==> src/rtl/chasing_led_if.sv <==
// chasing_led_if: control inputs and display outputs of the chasing-LED board
interface chasing_led_if;
  logic       stop;
  logic [7:0] sw;
  logic [15:0] led;
  logic [6:0] seg;
  logic [7:0] an;
  modport master(output stop, sw, input led, seg, an);
  modport slave(input stop, sw, output led, seg, an);
endinterface

==> src/rtl/chasing_led_top.sv <==
// chasing_led_top: ping-pong chasing LED with speed/position seven-segment display
// Optional CHASE_WRAP_EN: circular motion, sw[7] picks direction, sw[6:0] sets speed.
module chasing_led_top #(
  parameter int BASE_DIV     = 1_000_000,
  parameter int REFRESH_BITS = 17
) (
  input logic          clk,
  input logic          reset,
  chasing_led_if.slave bus
);
  localparam int BW = $clog2(BASE_DIV);
  logic [BW-1:0]         r_base;
  logic [7:0]            r_step;
  logic [3:0]            r_pos;
  logic [15:0]           r_led;
  logic [REFRESH_BITS+2:0] r_ref;
  logic [6:0]            r_seg;
  logic [7:0]            r_an;
  logic                  w_tick;
  logic                  w_step;
  logic [7:0]            w_spd;
  logic [3:0]            w_pos_nxt;
  logic [2:0]            w_k;
  logic [3:0]            w_dig;
  logic                  w_blank;
  logic [6:0]            w_seg;
  logic [7:0]            w_an;
  assign w_tick = (r_base == BW'(BASE_DIV - 1)) && !bus.stop;
  assign w_step = w_tick && (r_step >= w_spd);
`ifdef CHASE_WRAP_EN
  assign w_spd     = {1'b0, bus.sw[6:0]};
  assign w_pos_nxt = bus.sw[7] ? r_pos - 4'd1 : r_pos + 4'd1;
`else
  typedef enum logic {UP, DN} dir_t;
  dir_t r_dir, w_dir_nxt;
  assign w_spd = bus.sw;
  always_comb begin
    w_pos_nxt = (r_dir == UP) ? r_pos + 4'd1 : r_pos - 4'd1;
    w_dir_nxt = (r_dir == UP && r_pos == 4'd14) ? DN :
                (r_dir == DN && r_pos == 4'd1)  ? UP : r_dir;
  end
  always_ff @(posedge clk) begin
    if (reset) r_dir <= UP;
    else if (w_step) r_dir <= w_dir_nxt;
  end
`endif
  always_ff @(posedge clk) begin
    if (reset) begin
      r_base <= '0;
      r_step <= '0;
      r_pos  <= '0;
      r_led  <= 16'h0001;
    end else begin
      if (!bus.stop) r_base <= w_tick ? '0 : r_base + 1'b1;
      if (w_tick) r_step <= w_step ? 8'd0 : r_step + 8'd1;
      if (w_step) begin
        r_pos <= w_pos_nxt;
        r_led <= 16'd1 << w_pos_nxt;
      end
    end
  end
  function automatic logic [6:0] font(input logic [3:0] d);
    case (d)
      4'h0: font = 7'h40; 4'h1: font = 7'h79; 4'h2: font = 7'h24; 4'h3: font = 7'h30;
      4'h4: font = 7'h19; 4'h5: font = 7'h12; 4'h6: font = 7'h02; 4'h7: font = 7'h78;
      4'h8: font = 7'h00; 4'h9: font = 7'h10; 4'hA: font = 7'h08; 4'hB: font = 7'h03;
      4'hC: font = 7'h46; 4'hD: font = 7'h21; 4'hE: font = 7'h06; default: font = 7'h0E;
    endcase
  endfunction
  // digits 2,3,6,7 are exactly those with k[1] set
  always_comb begin
    w_k     = r_ref[REFRESH_BITS+2 -: 3];
    w_blank = w_k[1];
    w_dig   = (w_k == 3'd0) ? ((r_pos >= 4'd10) ? r_pos - 4'd10 : r_pos) :
              (w_k == 3'd1) ? {3'b000, r_pos >= 4'd10} :
              (w_k == 3'd4) ? bus.sw[3:0] : bus.sw[7:4];
    w_an    = w_blank ? 8'hFF : ~(8'd1 << w_k);
    w_seg   = w_blank ? 7'h7F : font(w_dig);
  end
  always_ff @(posedge clk) begin
    if (reset) begin
      r_ref <= '0;
      r_an  <= 8'hFE;
      r_seg <= 7'h40;
    end else begin
      r_ref <= r_ref + 1'b1;
      r_an  <= w_an;
      r_seg <= w_seg;
    end
  end
  assign bus.led = r_led;
  assign bus.seg = r_seg;
  assign bus.an  = r_an;
endmodule

==> src/flat_wrapper.sv <==
// flat-port wrapper written by rule: the top's interface ports become plain ports
module chasing_led_top_flat 
#(
  parameter int BASE_DIV     = 1_000_000,
  parameter int REFRESH_BITS = 17
)
  (clk, reset, bus_stop, bus_sw, bus_led, bus_seg, bus_an);
  chasing_led_if bus_i ();
  input logic clk;
  input logic reset;
  input wire logic [$bits(bus_i.stop)-1:0] bus_stop;
  input wire logic [$bits(bus_i.sw)-1:0] bus_sw;
  output wire logic [$bits(bus_i.led)-1:0] bus_led;
  output wire logic [$bits(bus_i.seg)-1:0] bus_seg;
  output wire logic [$bits(bus_i.an)-1:0] bus_an;
  assign bus_i.stop = bus_stop;
  assign bus_i.sw = bus_sw;
  assign bus_led = bus_i.led;
  assign bus_seg = bus_i.seg;
  assign bus_an = bus_i.an;
  chasing_led_top #(.BASE_DIV(BASE_DIV), .REFRESH_BITS(REFRESH_BITS)) u_core (.clk(clk), .reset(reset), .bus(bus_i));
endmodule
==> config.mk <==
export PLATFORM = sky130hd
export DESIGN_NAME = chasing_led_top_flat
export DESIGN_NICKNAME = d
export VERILOG_FILES = /design/src/rtl/chasing_led_if.sv /design/src/rtl/chasing_led_top.sv /design/src/flat_wrapper.sv
export SDC_FILE = /design/constraint.sdc
export NUM_CORES = 1
export LEC_CHECK = 0
export ABC_AREA = 1
export BUFFER_PORTS_ARGS = -buffer_cell sky130_fd_sc_hd__clkbuf_2
export CAP_MARGIN = 40
export CORE_MARGIN = 10
export CORE_UTILIZATION = 53
export CTS_CLUSTER_SIZE = 25
export DETAILED_ROUTE_END_ITERATION = 8
export PLACE_DENSITY = 0.72
export SLEW_MARGIN = 20
export SYNTH_ARGS = -nofsm -noshare
export SYNTH_HDL_FRONTEND = slang
export SYNTH_SLANG_ARGS = --single-unit
==> constraint.sdc <==
create_clock -name clk -period 2.82 [get_ports clk]
set_clock_uncertainty 0.15 [all_clocks]
set_input_delay 0.423 -clock clk [delete_from_list [all_inputs] [get_ports clk]]
set_output_delay 0.423 -clock clk [all_outputs]
set_load 0.005 [all_outputs]
**Word-level counts from Yosys, hierarchy flattened**

Memories as Yosys holds them, arrays and structs flattened.
Cells that the tools add are included.

- Register bits: 84
- Latch bits: 0
- Memory bits (writable): 0
- Memory bits (read-only): 112
- Input bits: 11
- Logic and storage cells: 48
- Memories kept: 1

- Add/sub/neg operators: 6
- Multiply operators: 0
- Divide/modulo/power cells: 0
- $lt $le $gt $ge: 2
- Equality and inequality tests: 5
- Shift-type cells: 2
- Mux-type cells: 11
- Bitwise gates (word level): 2
- Reductions and logical operators: 9

Memories:

| name | depth | width | read ports | clocked after Yosys merged registers in | write ports | RTL line | source |
|---|---|---|---|---|---|---|---|
| (name not given) | 16 | 7 | 1 | 0 | 0 | chasing_led_top.sv:63 | `case (d)` |

Operators by type and width:

| cell | count |
|---|---|
| $add 20x1->20 const B | 2 |
| $eq 20x20->1 const B | 1 |
| $mux 20 | 1 |
| $mux 4 | 5 |
| $shl 1x4->16 const A | 1 |
| $add 8x1->8 const B | 1 |
| $ge 8x8->1 | 1 |
| $mux 8 | 1 |
| $not 8->8 | 1 |
| $shl 1x3->8 const A | 1 |
| $mux 6 | 1 |
| $add 4x1->4 const B | 1 |
| $eq 4x1->1 const B | 1 |
| $eq 4x4->1 const B | 1 |
| $ge 4x4->1 const B | 1 |
| $logic_and 1x1->1 | 4 |
| $sub 4x1->4 const B | 1 |
| $sub 4x4->4 const B | 1 |
| $eq 3x1->1 const B | 1 |
| $eq 3x3->1 const B | 1 |
| $logic_not 3->1 | 1 |
| $mux 1 | 3 |
| $reduce_and 2->1 | 1 |
| $reduce_bool 2->1 | 1 |
| other kinds (3) | 3 |

**Longest topological paths before layout**

Gate-level depths: netlist of the first run.
An unclocked memory read counts as a cell.

- Depth after elaboration: 6
- Mapped depth: 16
- Mapped depth without buffers: 16

**Least setup slack after synthesis of the first run**

No wires, ideal clock.

- Path kind: reg-to-reg
- From: register u_core.r_pos[0]
- To: register u_core.r_seg[3], in the netlist u_core.bus.seg[3]
- Library setup time: 128 ps
- Arrival time: 1868 ps
- Data required time: 2542 ps
- Path slack: 674 ps
- Cell stages (with the launch flop): 17
- Cells stage by stage: dfxtp_1 -> inv_1 -> ha_1 -> inv_1 -> nand2_1 -> nand2_1 -> nand2_1 -> nand4_1 -> ha_1 -> inv_1 -> nand2_1 -> nand2_1 -> inv_1 -> nand2_1 -> nand2_1 -> nor2_1 -> nor2_1

- Longest elaborated chain between the ends: 5
- Elaborated cells between the ends (all ways): 7
- Those cells by class: add/sub (1); order compare (1); mux (4); memory (1)

Ends and longest elaborated chain:

| item | RTL line | source |
|---|---|---|
| start, declared | chasing_led_top.sv:14 | `logic [3:0] r_pos;` |
| start signal, assigned | chasing_led_top.sv:57 | `r_pos <= w_pos_nxt;` |
| $sub 4x4->4 / $ge 4x4->1 (equally long branches) | chasing_led_top.sv:74, chasing_led_top.sv:75 |  |
| $mux 4 (on tied branches) | chasing_led_top.sv:74, chasing_led_top.sv:75 |  |
| $mux 4 (*) | chasing_led_top.sv:74 | `w_dig = (w_k == 3'd0) ? ((r_pos >= 4'd10) ? r_pos - 4'd10 : r_pos) :` |
| $mem_v2 16x7 (*) | n/a |  |
| $mux 6 (*) | chasing_led_top.sv:78 | `w_seg = w_blank ? 7'h7F : font(w_dig);` |
| end signal, assigned | chasing_led_top.sv:88 | `r_seg <= w_seg;` |
| end, declared | chasing_led_top.sv:17 | `logic [6:0] r_seg;` |

Mark *: on every way between the ends. The rest lies on a longest branch, timed or not.
A chain may end at the register's enable or synchronous reset.

**Worst setup path after layout of the first run**

Ends and elaborated chain as after synthesis.

==> insert_results.sql, run 1 <==
INSERT INTO impl_metrics (metric_group, metric, value, unit) VALUES
('power', 'leakagePower', '2.25', 'nW'),
('place', 'place.gp.congestion', '0.904', ''),
('clock_tree', 'post_cts.resized_instances', '0', ''),
('critical_path', 'crit-reg2reg-capture', 'u_core.bus.seg[3]', ''),
('final_layout', 'drive_above_1_share', '14.7', '%'),
('synth', 'synth.distinct_cells', '45', ''),
('sta', 'final_count_of_negative_setup_slack_endpoints', '0', ''),
('sta', 'final.min_clock_period', '2.48', 'ns'),
('status', 'outcome', 'finished clean', ''),
('final_layout', 'diodes', '0', ''),
('die', 'standard_cell_rows', '33', ''),
('clock_tree', 'postCtsSetupRepairBufs', '0', ''),
('sta', 'rsz0062_at_grt', 'no', ''),
('min_path', 'hold_path_depth', '2', ''),
('sta', 'hold_violations', '0', ''),
('critical_path', 'critPathMostFrequentCell', 'nand2_1', ''),
('grt', 'global_route_wire_length_before_repair', '16800', 'microns'),
('die', 'initial_utilization', '54.8', '%'),
('critical_path', 'cp_peak_stage_delay', '0.40', 'ns'),
('critical_path', 'worst-path-max-fanout', '9', ''),
('grt', 'grt.total_usage', '15.4', '%'),
('clock_tree', 'tritoncts.num_buffers', '9', ''),
('power', 'worst_ir_drop_vdd', '324', 'uV'),
('drt', 'drt_pre_antenna_iters', '4', ''),
('critical_path', 'critPathRequiredTime', '2.91', 'ns'),
('drt', 'route.detailed.drc', '0', ''),
('final_layout', 'final_util', '61.1', '%'),
('synth', 'netlist.area_leader.share', '37.0', '%'),
('clock_tree', 'clk_transition_reported_paths', '0.09', 'ns'),
('min_path', 'min-delay-start', 'bus_stop', ''),
('final_layout', 'synthToLayoutAreaGrowth', '11.5', '%'),
('synth', 'dominantRegCellSynth', 'dfxtp_1', ''),
('die', 'area_of_the_core', '0.00830', 'sq mm'),
('critical_path', 'r2r_setup_slack', '0.34', 'ns'),
('drt', 'dr_total_vias', '4044', ''),
('die', 'dieHeight', '113', 'microns'),
('synth', 'syn-cell-area', '0.00454', 'sq mm'),
('synth', 'synth-async-reset-ratio', '0', '%'),
('drt', 'route.antenna.remaining_nets', '0', ''),
('die', 'io-pin-count', '42', ''),
('sta', 'post-route-period-util', '87.8', '%'),
('power', 'power_density', '461', 'mW/mm^2'),
('drt', 'route.detailed.vias_per_inst', '5.11', ''),
('die', 'die-width', '113', 'microns'),
('synth', 'yosys_warnings', '0', ''),
('synth', 'synthesis.instances', '638', ''),
('synth', 'netlist.top_cell.by_area', 'dfxtp_1', ''),
('sta', 'postLayoutSetupSlackWorst', '0.343', 'ns'),
('die', 'fp.dieArea', '0.0127', 'sq mm'),
('clock_tree', 'tritoncts', 'yes', ''),
('drt', 'detail_route.wirelength.met1', '4810', 'microns'),
('grt', 'antenna_violations_before_repair', '0', ''),
('place', 'io_buffer_count', '41', ''),
('drt', 'drt-wirelength-per-cell', '12.5', 'microns'),
('synth', 'synthMostInstantiatedCell', 'nand2_1', ''),
('clock_tree', 'clock_tree.buffer_depth', '2', ''),
('clock_tree', 'cts-root-buf', 'clkbuf_8', ''),
('sta', 'max_clock_freq', '404', 'MHz'),
('critical_path', 'worst_r2r_path_depth', '16', ''),
('grt', 'globalRouteOverflowTotal', '0', ''),
('grt', 'grt_pass1_vias', '3712', ''),
('drt', 'wl', '9860', 'microns'),
('final_layout', 'nFillCells', '773', ''),
('synth', 'synth_top_cells_by_count', 'nand2_1 (122), dfxtp_1 (84), inv_1 (84)', ''),
('power', 'totalPowerFinal', '2.33', 'mW'),
('critical_path', 'timing.critical_path.from_type', 'flip-flop', ''),
('synth', 'yosys_register_bits', '84', ''),
('critical_path', 'worstPathCellList', 'inv_1, ha_1, inv_1, nand2_1, nand2_1, nand2_1, nand4_1, ha_1, inv_1, nand2_1, nand2_1, inv_1, nand2_1, nand2_1, nor2_1, nor2_1', ''),
('min_path', 'worstHoldPathType', 'input port to flip-flop', ''),
('drt', 'met2_length', '4410', 'microns'),
('sta', 'timing.setup.tns', '0', 'ns');
[power by group]
part,switching [mW],total [mW],leakage (nW),internal (mW)
Sequential,0.00507,1.20,0.679,1.19
Clock,0.470,1.06,0.116,0.594
Combinational,0.0456,0.0701,1.45,0.0246
Total,0.521,2.33,2.25,1.81
[sequential cells by signal, summed over array words and instances, names as in the netlist]
signal          cells
u_core.r_step       8
u_core.bus.seg      7
u_core.r_base      20
u_core.r_pos        4
u_core.r_dir        1
u_core.r_ref       20
u_core.bus.led     16
u_core.bus.an       8
[cells by family after synthesis]
logic type / after synthesis / share of synthesized area, %
compound gates: 78 / 9.47
xor+xnor: 12 / 2.48
fa+ha+maj: 22 / 6.06
buf+inv: 110 / 10.2
flops: 84 / 37.0
other cells: 1 / 0.0825
simple gates: 331 / 34.7
[critical path, delay by kind of cell (launching register included)]
family	cells	cell delay (ns)
buffers and inverters	4	0.42
and+or+nand+nor	10	0.82
adders and majority gates	2	0.58
DFF	1	0.40
[metrics by stage]
step           hold slack (ns)  instances  instance area (sq um)
3_5_place_dp             0.287        775                   4820
2_1_floorplan            0.268        641                   4560
3_3_place_gp             0.279        775                   4820
5_1_grt                  0.267        791                   5070
6_report                 0.265        791                   5070
4_1_cts                  0.253        791                   5070
[area by class of cell]
cell class	count	area, sq um	area share [%]
multi-input cells	447	2410	47.6
flip-flops and latches	84	1680	33.2
inverters	96	363	7.16
repair buffers	43	233	4.59
well taps	105	131	2.59
clock buffers	9	124	2.44
clock inverters	7	123	2.42
[per-layer routing]
metal	vias to the layer above	track usage, %
li1	2139	-
met1	1816	20.0
met2	77	24.3
met3	12	4.05
met4	0	4.91
met5	-	0
[layout by cell type (no fill, tap or decap), drive strengths merged]
cell / n
conb: 4
dfxtp: 84
a21oi: 36
nor4: 4
buf: 2
nand3b: 2
xnor2: 1
nor2b: 1
a31oi: 3
clkinv: 1
or2: 4
bufinv: 3
nor3b: 3
xor2: 11
nor2: 81
nor3: 30
inv: 97
o31ai: 1
nand2: 130
o21ai: 32
ha: 22
clkinvlp: 2
a211oi: 2
clkbuf: 50
nand4: 12
o21a: 4
nand3: 64
[worst max-delay path by stage]
stage / slack (ns) / to / from
2_1_floorplan: 0.67 / u_core.bus.seg[3] / u_core.r_pos[0]
3_3_place_gp: 0.50 / u_core.bus.seg[3] / u_core.r_pos[0]
3_5_place_dp: 0.40 / u_core.bus.seg[3] / u_core.r_pos[0]
4_1_cts: 0.36 / u_core.bus.seg[3] / u_core.r_pos[0]
5_1_grt: 0.08 / u_core.bus.seg[3] / u_core.r_pos[0]
6_report: 0.34 / u_core.bus.seg[3] / u_core.r_pos[0]
(Power assumes the default switching activity.)
==> run 2, diff against run 1 <==
CORE_MARGIN = 2   (was 10)
SLEW_MARGIN = unset   (was 20)
==> run 2 against run 1 <==
  * Worst hold slack better by 0.018 ns
  * Sequential power barely moved
  * Via count up 1.5%
  * Global-route usage grew 7.1 points
  * Design area about the same
  * Fmax rose by 1.0%
  * Critical path type unchanged
==> insert_results.sql, run 2 (synthesis gave the netlist of run 1 again) <==
INSERT INTO impl_metrics (metric_group, metric, value, unit) VALUES
('final_layout', 'diodes', '0', ''),
('final_layout', 'final_common_cell', 'nand2_1', ''),
('status', 'outcome', 'finished clean', ''),
('clock_tree', 'number_of_hold_buffers_added_after_cts', '0', ''),
('clock_tree', 'clock_tree.buffer_depth', '2', ''),
('sta', 'drv_slew', '0', ''),
('power', 'leakagePower', '2.25', 'nW'),
('place', 'dp_hpwl', '7140', 'microns'),
('critical_path', 'timing.critical_path.from_type', 'flip-flop', ''),
('clock_tree', 'h-tree-depth', '3', ''),
('critical_path', 'critPathTopFamily', 'simple AND/OR/NAND/NOR gates', ''),
('clock_tree', 'cts.sinks', '84', ''),
('clock_tree', 'postCtsSetupRepairBufs', '0', ''),
('final_layout', 'design.final.nets', '715', ''),
('grt', 'largest_net_degree_at_the_start_of_global_routing', '25', ''),
('clock_tree', 'cts-root-buf', 'clkbuf_8', ''),
('grt', 'globalRouteOverflowTotal', '0', ''),
('place', 'numPlacedInstances', '776', ''),
('final_layout', 'most_frequent_cells_in_the_layout', 'nand2_1 (122), inv_1 (84), dfxtp_1 (84)', ''),
('sta', 'final.min_clock_period', '2.45', 'ns'),
('power', 'p_switching', '0.517', 'mW'),
('place', 'io_buffer_count', '41', ''),
('power', 'p_sw_share', '22.2', '%'),
('sta', 'final_count_of_negative_setup_slack_endpoints', '0', ''),
('grt', 'antenna_violations_before_repair', '0', ''),
('clock_tree', 'post_cts.resized_instances', '0', ''),
('place', 'place.gp.congestion', '0.891', ''),
('die', 'initial_utilization', '55.0', '%'),
('power', 'clockPowerShare', '45.5', '%'),
('sta', 'worst_slew_pin_slew', '0.511', 'ns'),
('critical_path', 'worst-endpoint-arrival', '2.55', 'ns'),
('power', 'seq_power_share', '51.5', '%'),
('critical_path', 'cp_peak_stage_delay', '0.40', 'ns'),
('drt', 'detailroute.wirelength.met3', '621', 'microns'),
('power', 'logic_pwr_share', '3.0', '%'),
('final_layout', 'drive_above_1_share', '14.8', '%'),
('drt', 'dr_total_vias', '4104', ''),
('die', 'io-pin-count', '42', ''),
('clock_tree', 'tritoncts', 'yes', ''),
('sta', 'rsz0062_at_grt', 'no', ''),
('drt', 'highest-signal-layer', 'met4', ''),
('sta', 'timing.setup.tns', '0', 'ns'),
('critical_path', 'critPathRequiredTime', '2.92', 'ns'),
('sta', 'post-route-period-util', '87.0', '%'),
('sta', 'hold_violations', '0', ''),
('die', 'standard_cell_rows', '33', ''),
('power', 'p_int', '1.81', 'mW'),
('drt', 'route.antenna.remaining_nets', '0', ''),
('min_path', 'hold_path_depth', '2', ''),
('critical_path', 'timing.critical_path.buf_inv', '4', ''),
('drt', 'drt_pre_antenna_iters', '5', ''),
('critical_path', 'r2r_setup_slack', '0.37', 'ns'),
('grt', 'grt_pass1_vias', '3797', ''),
('die', 'dieHeight', '96.6', 'microns'),
('drt', 'wl', '9610', 'microns'),
('critical_path', 'worst_flop_to_flop_path_startpoint', 'u_core.r_pos[0]', ''),
('critical_path', 'critPathMostFrequentCell', 'nand2_1', ''),
('critical_path', 'worstPathCellList', 'inv_1, ha_1, inv_1, nand2_1, nand2_1, nand2_1, nand4_1, ha_1, inv_1, nand2_1, nand2_1, inv_1, nand2_1, nand2_1, nor2_1, nor2_1', ''),
('job', 'drv.max_cap_violation_count', '0', ''),
('critical_path', 'worst_r2r_path_depth', '16', ''),
('clock_tree', 'clk_latency', '0.37', 'ns'),
('drt', 'route.detailed.vias_per_inst', '5.18', ''),
('sta', 'slew_headroom', '65.6', '%'),
('critical_path', 'criticalPathCategory', 'flip-flop to flip-flop', ''),
('drt', 'route.detailed.drc', '0', ''),
('min_path', 'holdPathEnd', 'u_core.r_base[0]', ''),
('die', 'fp.dieArea', '0.00933', 'sq mm'),
('die', 'die-width', '96.6', 'microns'),
('power', 'power_density', '460', 'mW/mm^2'),
('final_layout', 'final_util', '61.3', '%'),
('sta', 'hold_slack', '0.283', 'ns'),
('grt', 'grt.total_usage', '22.5', '%'),
('sta', 'max_clock_freq', '408', 'MHz'),
('min_path', 'worstHoldPathType', 'input port to flip-flop', ''),
('final_layout', 'synthToLayoutAreaGrowth', '11.4', '%'),
('clock_tree', 'tritoncts.num_buffers', '9', ''),
('critical_path', 'crit-reg2reg-capture', 'u_core.bus.seg[3]', ''),
('drt', 'initialDrtViolationCount', '222', ''),
('clock_tree', 'clk_transition_reported_paths', '0.09', 'ns'),
('drt', 'drt-wirelength-per-cell', '12.1', 'microns'),
('min_path', 'min-delay-start', 'bus_stop', ''),
('critical_path', 'slowest_stage', 'dfxtp_1', ''),
('grt', 'global_route_wire_length_before_repair', '16600', 'microns'),
('drt', 'detail_route.wirelength.met1', '4600', 'microns'),
('critical_path', 'crit_path_end_kind', 'flip-flop', ''),
('die', 'area_of_the_core', '0.00826', 'sq mm'),
('power', 'worst_ir_drop_vdd', '385', 'uV'),
('final_layout', 'final_cells', '792', ''),
('drt', 'met2_length', '4260', 'microns'),
('critical_path', 'worst-path-max-fanout', '9', '');
==> run 2: worst reg2reg max path: cells and delay by family (launching register included) <==
kind / cells / cell delay, ns
fa+ha+maj: 2 / 0.57
simple gates: 10 / 0.78
buf+inv: 4 / 0.43
flops: 1 / 0.40
==> run 2: layout make-up <==
class	instances	area, sq um
clock buffer	9	124
clock inverter	7	123
fill	768	3200
inverter	96	363
multi-input combinational	447	2410
sequential	84	1680
tap	105	131
timing repair buffer	44	228
==> run 2: metal layers <==
| metal | vias up | track usage [%] |
|---|---|---|
| met5 | - | 0 |
| met4 | 0 | 6.57 |
| li1 | 2143 | - |
| met3 | 15 | 5.04 |
| met1 | 1832 | 29.7 |
| met2 | 114 | 36.9 |
==> run 2: worst max path at each step <==
stage | start | to | slack [ns] | cells past startpoint
after floorplan | u_core.r_pos[0] | u_core.bus.seg[3] | 0.67 | 16
after global placement | u_core.r_pos[0] | u_core.bus.seg[3] | 0.50 | 16
after detailed placement | u_core.r_pos[0] | u_core.bus.seg[3] | 0.42 | 16
after CTS | u_core.r_pos[0] | u_core.bus.seg[3] | 0.39 | 16
after global routing | u_core.r_pos[0] | u_core.bus.seg[3] | 0.005 | 16
final | u_core.r_pos[0] | u_core.bus.seg[3] | 0.37 | 16
==> run 2: power by group through the flow <==
stage / sequential [mW] / clock (mW) / combinational, mW
after floorplan: 1.23 / 0 / 0.0448
after global placement: 1.23 / 0 / 0.0680
after detailed placement: 1.23 / 0 / 0.0697
after CTS: 1.20 / 1.08 / 0.0699
after global routing: 1.20 / 1.12 / 0.0798
final: 1.20 / 1.06 / 0.0702
==> run 2: through the flow <==
stage / instance area, sq um / worst slack, ns / power [mW]
finish: 5060 / 0.368 / 2.33
CTS: 5060 / 0.390 / 2.35
global placement: 4820 / 0.499 / 1.30
floorplan: 4560 / 0.674 / 1.27
detailed placement: 4820 / 0.421 / 1.30
global route: 5060 / 0.00490 / 2.40
==> run 3, diff against run 2 <==
CORE_ASPECT_RATIO = 0.5   (was unset)
==> run 3 against run 2 <==
  * Flip-flop and latch count unchanged
  * Sequential power about the same
  * Critical path type unchanged
  * Global-route usage decreased by 0.47 points
  * Combinational power increased by 1%
  * Clock power increased by 19%
  * Critical path depth unchanged
  * Register-to-register slack about the same
  * Fmax about the same
  * Highest routed layer unchanged
==> insert_results.sql, run 3 (synthesis gave the netlist of run 1 again) <==
INSERT INTO impl_metrics (metric_group, metric, value, unit) VALUES
('status', 'outcome', 'finished clean', ''),
('job', 'drv.max_cap_violation_count', '0', ''),
('sta', 'hold_violations', '0', ''),
('critical_path', 'worst_r2r_path_depth', '16', ''),
('die', 'standard_cell_rows', '23', ''),
('sta', 'final.min_clock_period', '2.45', 'ns'),
('grt', 'global_route_wire_length_before_repair', '16700', 'microns'),
('drt', 'initialDrtViolationCount', '223', ''),
('sta', 'timing.setup.tns', '0', 'ns'),
('grt', 'grt_pass1_vias', '3724', ''),
('drt', 'route.antenna.remaining_nets', '0', ''),
('clock_tree', 'clock_tree.buffer_depth', '2', ''),
('die', 'die-width', '135', 'microns'),
('clock_tree', 'postCtsSetupRepairBufs', '0', ''),
('sta', 'postLayoutSetupSlackWorst', '0.366', 'ns'),
('min_path', 'worstHoldPathType', 'input port to flip-flop', ''),
('sta', 'max_clock_freq', '408', 'MHz'),
('critical_path', 'critPathRequiredTime', '2.89', 'ns'),
('die', 'dieHeight', '69.5', 'microns'),
('critical_path', 'r2r_setup_slack', '0.37', 'ns'),
('critical_path', 'criticalPathCategory', 'flip-flop to flip-flop', ''),
('power', 'power_density', '493', 'mW/mm^2'),
('final_layout', 'diodes', '0', ''),
('power', 'worst_ir_drop_vdd', '337', 'uV'),
('critical_path', 'setup.worst_path.end', 'u_core.bus.seg[3]', ''),
('drt', 'drt-wirelength-per-cell', '12.0', 'microns'),
('clock_tree', 'tritoncts.num_buffers', '9', ''),
('final_layout', 'final_common_cell', 'nand2_1', ''),
('critical_path', 'crit_path_end_kind', 'flip-flop', ''),
('die', 'area_of_the_core', '0.00817', 'sq mm'),
('place', 'dp_hpwl', '6990', 'microns'),
('place', 'io_buffer_count', '41', ''),
('place', 'place.gp.congestion', '0.871', ''),
('clock_tree', 'clk_latency', '0.34', 'ns'),
('drt', 'route.detailed.vias_per_inst', '5.08', ''),
('clock_tree', 'post_cts.resized_instances', '0', ''),
('grt', 'largest_net_degree_at_the_start_of_global_routing', '25', ''),
('grt', 'antenna_violations_before_repair', '0', ''),
('drt', 'drt_pre_antenna_iters', '4', ''),
('drt', 'dr_total_vias', '4051', ''),
('final_layout', 'synthToLayoutAreaGrowth', '13.1', '%'),
('clock_tree', 'tritoncts', 'yes', ''),
('critical_path', 'timing.critical_path.from_type', 'flip-flop', ''),
('critical_path', 'crit-reg2reg-capture', 'u_core.bus.seg[3]', ''),
('final_layout', 'final_cells', '798', ''),
('clock_tree', 'number_of_hold_buffers_added_after_cts', '0', ''),
('grt', 'grt.total_usage', '22.0', '%'),
('die', 'io-pin-count', '42', ''),
('sta', 'post-route-period-util', '87.0', '%'),
('place', 'pre_cts_ws', '0.406', 'ns'),
('sta', 'rsz0062_at_grt', 'no', ''),
('power', 'leakagePower', '2.28', 'nW'),
('clock_tree', 'clk_transition_reported_paths', '0.06', 'ns'),
('drt', 'route.detailed.drc', '0', ''),
('final_layout', 'drive_above_1_share', '14.6', '%'),
('critical_path', 'worst-path-max-fanout', '9', ''),
('sta', 'final_count_of_negative_setup_slack_endpoints', '0', ''),
('drt', 'wl', '9580', 'microns'),
('die', 'fp.dieArea', '0.00938', 'sq mm'),
('clock_tree', 'cts.sinks', '84', ''),
('clock_tree', 'cts-root-buf', 'clkbuf_16', ''),
('clock_tree', 'h-tree-depth', '3', ''),
('final_layout', 'most_frequent_cells_in_the_layout', 'nand2_1 (122), inv_1 (84), dfxtp_1 (84)', ''),
('final_layout', 'nFillCells', '738', ''),
('critical_path', 'worst-endpoint-arrival', '2.53', 'ns'),
('grt', 'globalRouteOverflowTotal', '0', ''),
('place', 'numPlacedInstances', '783', ''),
('sta', 'drv_slew', '0', ''),
('critical_path', 'cp-startpoint', 'u_core.r_pos[0]', ''),
('critical_path', 'worst_flop_to_flop_path_startpoint', 'u_core.r_pos[0]', ''),
('final_layout', 'design.final.nets', '715', ''),
('die', 'initial_utilization', '55.6', '%');
[run 3: changes by cell type in the layout (fill, tap and decap cells not counted), sizes merged]
cell | before | now
clkinv | 1 | 3
clkbuf | 50 | 52
inv | 97 | 95
clkinvlp | 2 | 0
bufinv | 3 | 2
[run 3: final cells by class]
| cell class | count | area (sq um) | area share (%) |
|---|---|---|---|
| Sequential cell | 84 | 1680 | 32.7 |
| Inverter | 96 | 363 | 7.06 |
| Clock buffer | 11 | 243 | 4.72 |
| Timing Repair Buffer | 44 | 228 | 4.43 |
| Clock inverter | 4 | 73.8 | 1.44 |
| Multi-Input combinational cell | 447 | 2410 | 46.9 |
| Tap cell | 112 | 140 | 2.73 |
[run 3: stage by stage]
step                hold slack [ns]  area, sq um  total power [mW]  util [%]
CTS                           0.266         5140              2.56      62.9
global route                  0.287         5140              2.61      62.9
global placement              0.285         4820              1.30      59.0
finish                        0.279         5140              2.53      62.9
floorplan                     0.268         4560              1.27         -
detailed placement            0.288         4820              1.30      59.0
[run 3: how the worst min path moves through the flow]
stage                           from                to  slack [ns]  cells after the start
finish                      bus_stop  u_core.r_base[0]        0.28                      2
global route                bus_stop  u_core.r_base[0]        0.29                      2
CTS                         bus_stop  u_core.r_base[0]        0.27                      2
detailed placement  u_core.r_ref[11]  u_core.r_ref[11]        0.29                      2
global placement    u_core.r_ref[11]  u_core.r_ref[11]        0.28                      2
floorplan            u_core.r_ref[0]   u_core.r_ref[0]        0.27                      1
[run 3: worst max-delay path, cell delays in order, from the launching register on]
cell	delay, ns
dfxtp_1	0.40
inv_1	0.25
ha_1	0.21
inv_1	0.05
nand2_1	0.09
nand2_1	0.06
nand2_1	0.08
nand4_1	0.22
ha_1	0.36
inv_1	0.07
nand2_1	0.05
nand2_1	0.06
inv_1	0.04
nand2_1	0.05
nand2_1	0.04
nor2_1	0.10
nor2_1	0.04
[run 3: layer usage]
layer,GRT usage (%),vias to the layer above,share of wire (%)
met2,36.0,83,45
li1,-,2144,-
met1,28.2,1812,49
met5,0,-,0
met4,6.94,0,1.4
met3,6.43,12,5.1
[run 3: power by group]
part / total [mW] / switching, mW / leakage (nW) / internal [mW]
clock: 1.26 / 0.466 / 0.156 / 0.795
combinational: 0.0711 / 0.0474 / 1.45 / 0.0237
sequential: 1.20 / 0.00564 / 0.679 / 1.20
total: 2.53 / 0.519 / 2.28 / 2.01
